### src/rtl/duty_sequencer_if.sv
// Duty/mode bus between the breathing sequencer and the downstream PWM stage.
// The sequencer side (master) sources DUTY/MODE; the PWM side (slave) sources PWM_WRAP.
interface duty_sequencer_if;
    logic        PWM_WRAP;
    logic [20:0] DUTY;
    logic        DUTY_VALID;
    logic [1:0]  MODE;

    modport master (input PWM_WRAP, output DUTY, output DUTY_VALID, output MODE);
    modport slave  (output PWM_WRAP, input DUTY, input DUTY_VALID, input MODE);
endinterface

### src/rtl/duty_sequencer.sv
// Button-driven LED brightness sequencer: OFF / ON / slow breathing / fast breathing.
// DUTY is only ever updated right after a PWM period boundary so the PWM never glitches.
//
//   state | meaning
//   OFF   | DUTY 0 on every wrap
//   ON    | DUTY PERIOD on every wrap
//   SLOW  | triangle breathing, one level step every SLOW_DIV wraps
//   FAST  | triangle breathing, one level step every FAST_DIV wraps
module duty_sequencer #(
    parameter logic [20:0] PERIOD          = 21'd12000,
    parameter int          STEPS           = 50,
    parameter int          SLOW_DIV        = 10,
    parameter int          FAST_DIV        = 3,
    parameter int          DEBOUNCE_CYCLES = 120000
) (
    input  logic             CLK,
    input  logic             RST_N,
    input  logic             BTN,
    duty_sequencer_if.master bus
);

    localparam logic [20:0] STEP    = PERIOD / 21'(STEPS);
    localparam int          LVL_W   = $clog2(STEPS + 1);
    localparam int          DB_W    = (DEBOUNCE_CYCLES > 1) ? $clog2(DEBOUNCE_CYCLES) : 1;
    localparam int          DIV_MAX = (SLOW_DIV > FAST_DIV) ? SLOW_DIV : FAST_DIV;
    localparam int          DIV_W   = (DIV_MAX > 1) ? $clog2(DIV_MAX) : 1;

    typedef enum logic [1:0] {
        OFF  = 2'd0,
        ON   = 2'd1,
        SLOW = 2'd2,
        FAST = 2'd3
    } mode_t;

    logic             btn_meta;
    logic             btn_sync;
    logic             btn_stable;
    logic [DB_W-1:0]  db_cnt;
    logic             press_q;

    mode_t            state;
    logic [LVL_W-1:0] level;
    logic             dir_up;
    logic [DIV_W-1:0] div_cnt;
    logic [20:0]      duty_q;
    logic             duty_valid_q;

    logic [LVL_W-1:0] lvl_nxt;
    logic             dir_nxt;
    logic [DIV_W-1:0] div_lim;

    // press_q pulses one cycle when the debounced level rises
    always_ff @(posedge CLK or negedge RST_N) begin
        if (!RST_N) begin
            btn_meta   <= 1'b0;
            btn_sync   <= 1'b0;
            btn_stable <= 1'b0;
            db_cnt     <= '0;
            press_q    <= 1'b0;
        end else begin
            btn_meta <= BTN;
            btn_sync <= btn_meta;
            press_q  <= 1'b0;
            if (btn_sync == btn_stable) begin
                db_cnt <= '0;
            end else if (db_cnt == DB_W'(DEBOUNCE_CYCLES - 1)) begin
                btn_stable <= btn_sync;
                db_cnt     <= '0;
                press_q    <= btn_sync;
            end else begin
                db_cnt <= db_cnt + DB_W'(1);
            end
        end
    end

    // Triangle turns at the endpoints so neither 0 nor STEPS is emitted twice in a row
    always_comb begin
        lvl_nxt = level;
        dir_nxt = dir_up;
        if (dir_up) begin
            if (level == LVL_W'(STEPS)) begin
                lvl_nxt = LVL_W'(STEPS - 1);
                dir_nxt = 1'b0;
            end else begin
                lvl_nxt = level + LVL_W'(1);
            end
        end else begin
            if (level == '0) begin
                lvl_nxt = LVL_W'(1);
                dir_nxt = 1'b1;
            end else begin
                lvl_nxt = level - LVL_W'(1);
            end
        end
        div_lim = (state == FAST) ? DIV_W'(FAST_DIV - 1) : DIV_W'(SLOW_DIV - 1);
    end

    // Press handling sits after the wrap update so its divider/level clears win
    always_ff @(posedge CLK or negedge RST_N) begin
        if (!RST_N) begin
            state        <= OFF;
            level        <= '0;
            dir_up       <= 1'b1;
            div_cnt      <= '0;
            duty_q       <= '0;
            duty_valid_q <= 1'b0;
        end else begin
            duty_valid_q <= 1'b0;
            if (bus.PWM_WRAP) begin
                duty_valid_q <= 1'b1;
                case (state)
                    OFF:     duty_q <= '0;
                    ON:      duty_q <= PERIOD;
                    default: begin
                        if (div_cnt == div_lim) begin
                            level   <= lvl_nxt;
                            dir_up  <= dir_nxt;
                            div_cnt <= '0;
                            duty_q  <= 21'(lvl_nxt) * STEP;
                        end else begin
                            div_cnt <= div_cnt + DIV_W'(1);
                            duty_q  <= 21'(level) * STEP;
                        end
                    end
                endcase
            end
            if (press_q) begin
                case (state)
                    OFF:  state <= ON;
                    ON: begin
                        state   <= SLOW;
                        level   <= '0;
                        dir_up  <= 1'b1;
                        div_cnt <= '0;
                    end
                    SLOW: begin
                        state   <= FAST;
                        div_cnt <= '0;
                    end
                    default: state <= OFF;
                endcase
            end
        end
    end

    assign bus.DUTY       = duty_q;
    assign bus.DUTY_VALID = duty_valid_q;
    assign bus.MODE       = state;

endmodule

### src/flat_wrapper.sv
// flat-port wrapper written by rule: the top's interface ports become plain ports
module duty_sequencer_flat 
#(
    parameter logic [20:0] PERIOD          = 21'd12000,
    parameter int          STEPS           = 50,
    parameter int          SLOW_DIV        = 10,
    parameter int          FAST_DIV        = 3,
    parameter int          DEBOUNCE_CYCLES = 120000
)
  (CLK, RST_N, BTN, bus_PWM_WRAP, bus_DUTY, bus_DUTY_VALID, bus_MODE);
  duty_sequencer_if bus_i ();
  input  logic CLK;
  input  logic RST_N;
  input  logic BTN;
  input wire logic [$bits(bus_i.PWM_WRAP)-1:0] bus_PWM_WRAP;
  output wire logic [$bits(bus_i.DUTY)-1:0] bus_DUTY;
  output wire logic [$bits(bus_i.DUTY_VALID)-1:0] bus_DUTY_VALID;
  output wire logic [$bits(bus_i.MODE)-1:0] bus_MODE;
  assign bus_i.PWM_WRAP = bus_PWM_WRAP;
  assign bus_DUTY = bus_i.DUTY;
  assign bus_DUTY_VALID = bus_i.DUTY_VALID;
  assign bus_MODE = bus_i.MODE;
  duty_sequencer #(.PERIOD(PERIOD), .STEPS(STEPS), .SLOW_DIV(SLOW_DIV), .FAST_DIV(FAST_DIV), .DEBOUNCE_CYCLES(DEBOUNCE_CYCLES)) u_core (.CLK(CLK), .RST_N(RST_N), .BTN(BTN), .bus(bus_i));
endmodule
### config.mk
export PLATFORM = sky130hd
export DESIGN_NAME = duty_sequencer_flat
export DESIGN_NICKNAME = d
export VERILOG_FILES = /design/src/rtl/duty_sequencer_if.sv /design/src/rtl/duty_sequencer.sv /design/src/flat_wrapper.sv
export SDC_FILE = /design/constraint.sdc
export NUM_CORES = 1
export LEC_CHECK = 0
export CAP_MARGIN = 20
export CORE_ASPECT_RATIO = 1.4
export CORE_UTILIZATION = 45
export CTS_BUF_LIST = sky130_fd_sc_hd__clkbuf_8
export CTS_CLUSTER_SIZE = 40
export DETAILED_ROUTE_END_ITERATION = 7
export PLACE_DENSITY = 0.63
export SYNTH_ARGS = -nofsm -noshare
export SYNTH_HDL_FRONTEND = slang
export SYNTH_SLANG_ARGS = --single-unit
export TNS_END_PERCENT = 1
### constraint.sdc
create_clock -name CLK -period 6.8 [get_ports CLK]
set_input_delay 1.02 -clock CLK [delete_from_list [all_inputs] [get_ports CLK]]
set_output_delay 1.02 -clock CLK [all_outputs]
set_load 0.01 [all_outputs]
==> results.cfg <==
[setup_path]
required_ps = 7040
worstPathCellList = inv_1 -> ha_1 -> nand3_2 -> and2_0 -> a32oi_1 -> mux2i_1 -> inv_1 -> fa_1 -> fa_1 -> inv_1 -> ha_1 -> nand3_1 -> o211ai_1 -> o41ai_1 -> xnor2_1 -> mux2i_1 -> o21ai_0
r2r_start = u_core.level[3]
cp.arrival_ps = 5150
startpoint = u_core.level[3]
critPathMaxFanout = 7
end_kind = flip-flop
cpPeakStageDelay_ps = 580
crit_top_cell = inv_1
slowest_stage = mux2i_1
r2r-end = u_core.bus.DUTY[13]
rrSetupSlack_ps = 1890
reg2regPathDepth = 17
cp-start-kind = flip-flop
crit_type = reg2reg

[logic_synthesis]
synth_top_area_share_pct = 29.7
ys.flop_type = dfrtp_1
ys_seq_area_share_pct = 30.4
async_flop_share_pct = 100
yosys.cell_types.count = 60
synth_edf_count = 0
ys_ff_latch = 45
synth_area_per_cell_um2 = 9.70
yosys_warnings = 0
synth_top_area_cell = dfrtp_1
yosys-top-cells-area = dfrtp_1 30%, ha_1 14%, fa_1 9.7%
syn_area_um2 = 3700
syn_inst = 382

[clock_tree]
clock_sinks = 45
cts-root-buf = clkbuf_8
cts.clk_slew.worst_paths_ps = 100
cts_buffer_depth = 2
numCtsBuffers = 5
cts_setup_buffers = 0
postCtsResizedCells = 0
cts_tree = built
clkLatencyLatePin_ps = 320
hold_buffers = 0
htree_levels = 2

[finish]
nNetsFinal = 457
area_delta_synth_final_pct = 7.06
antenna_cells = 0
mostFrequentLayoutCell = dfrtp_1
stdcell_count = 494
fillers = 718
drive_above_1_share_pct = 6.09
most-common-layout-cells = 44 x dfrtp_1, 42 x ha_1, 40 x nor2_1, 39 x inv_1, 24 x a21oi_1

[worst_hold_path]
worstHoldPathCells = 0
min_to = u_core.btn_sync
hold_path_class = reg2reg
hp-start = u_core.btn_meta

[timing]
setup_viol = 0
fmax_mhz = 204
relSlewSlack_pct = 53.4
drv_slew = 0
finalHoldViolCount = 0
min_period_ps = 4910
worst_slew_pin_slew_ps = 679
rsz0062_at_grt = false
clock_skew_ps = 11.7
setup_tns_ps = 0
period_share_pct = 72.2

[routing]
wl_per_cell_um = 14.9
drt-total-wl_um = 7360
drc = 0
drtAntennaViolNets = 0
detail_route.iter0.violations = 84
vias = 2562
drt-pass1-iter-count = 5
viasPerCell = 5.19

[power_and_ir_drop]
power_leakage_uw = 0.00195
ir_drop_mv = 0.145
p_per_area_nw_per_um2 = 121

[placed_design]
port_buffers = 16
hpwl_um = 5790
routabilityCongestion = 0.840
dp_cells = 486

[global_route]
grt_pass1_wl_um = 12300
antenna_found_initial = 0
grt.overflow.total = 0
grt_pass1_vias = 2563
grt_max_degree = 46
grt_usage_pct = 18.9

[flow_run]
drv_cap = 0

[floorplanning]
num_rows = 38
dieArea_um2 = 8600
initial_core_util_pct = 47.2
chipHeight_um = 109
die_width_um = 78.7
core_area_um2 = 7850
ioPinCount = 28

[outcome]
status = completed
-- kinds of logic after synthesis --
group                      synth area share, %
AOI/OAI and AO/OA                         11.6
xor gates and xnor gates                  6.86
adders and majority gates                 23.9
buffers and inverters                     8.31
DFF                                       30.4
muxes                                     4.43
other                                    0.101
and+or+nand+nor                           14.4
-- critical path: cells and delay by family, from the launching register on --
family | cells | cell delay [ps]
adders and majority gates | 4 | 1700
muxes | 2 | 670
and+or+nand+nor | 3 | 520
DFF | 1 | 540
xor gates and xnor gates | 1 | 170
AOI/OAI and AO/OA | 4 | 780
buffers and inverters | 3 | 470
-- power by group --
part           internal, uW  total (uW)  leakage, uW  switching [uW]
combinational          6.07        19.8      0.00129            13.8
sequential              271         273     0.000608            2.23
clock                  77.7         186    0.0000511             109
total                   354         479      0.00195             125
-- synthesized netlist by cell type (all sizes together) (2+ instances only) --
cell	number
inv	39
nor2	40
nand2b	5
clkbuf	5
o21bai	3
mux2i	13
nor2b	3
o211ai	2
nand4bb	2
xor2	13
a31oi	2
mux2	3
a21oi	25
and4	2
o21ai	11
nand2	20
and3	2
nand3	15
ha	42
buf	18
xnor2	16
dfrtp	44
nor3	4
fa	18
and2	3
o221ai	2
a22oi	2
o22ai	3
a211oi	4
-- sequential cells by signal, indices dropped and copies added (netlist names) --
name / cells
u_core.btn_stable: 1
u_core.bus.DUTY: 10
u_core.db_cnt: 17
u_core.div_cnt: 4
u_core.press_q: 1
u_core.btn_sync: 1
u_core.bus.MODE: 2
u_core.btn_meta: 1
u_core.level: 6
u_core.bus.DUTY_VALID: 1
u_core.dir_up: 1
-- per-stage QoR --
stage	area, um2	hold slack (ps)	total power, uW	util (%)	worst slack, ps
floorplan	3740	331	293	-	2510
global placement	3870	333	298	49.3	2070
detailed placement	3870	340	298	49.3	1940
CTS	3970	363	487	50.5	1900
global route	3970	371	500	50.5	1440
finish	3970	358	479	50.5	1890
-- cell type report --
type	instances	area [um2]	area share (%)
multi-input cells	285	2310	58.2
clock buffers	5	68.8	1.74
clock inverters	3	28.8	0.726
inverters	39	146	3.69
repair buffers	17	163	4.10
well taps	100	125	3.16
flip-flops and latches	45	1130	28.4
-- routing by layer --
layer | track usage [%] | up-vias | routed length, um
li1 | - | 1279 | -
met1 | 21.3 | 1242 | 3100
met2 | 35.0 | 30 | 3890
met3 | 2.99 | 11 | 197
met4 | 7.80 | 0 | 167
met5 | 0 | - | 0
-- worst max path at each step --
stage	to	cells past startpoint
2_1_floorplan	u_core.bus.DUTY[13]	18
3_3_place_gp	u_core.bus.DUTY[13]	17
3_5_place_dp	u_core.bus.DUTY[13]	17
4_1_cts	u_core.bus.DUTY[13]	17
5_1_grt	u_core.bus.DUTY[13]	17
6_report	u_core.bus.DUTY[13]	17
No activity file was read; power rests on OpenSTA's default activity.
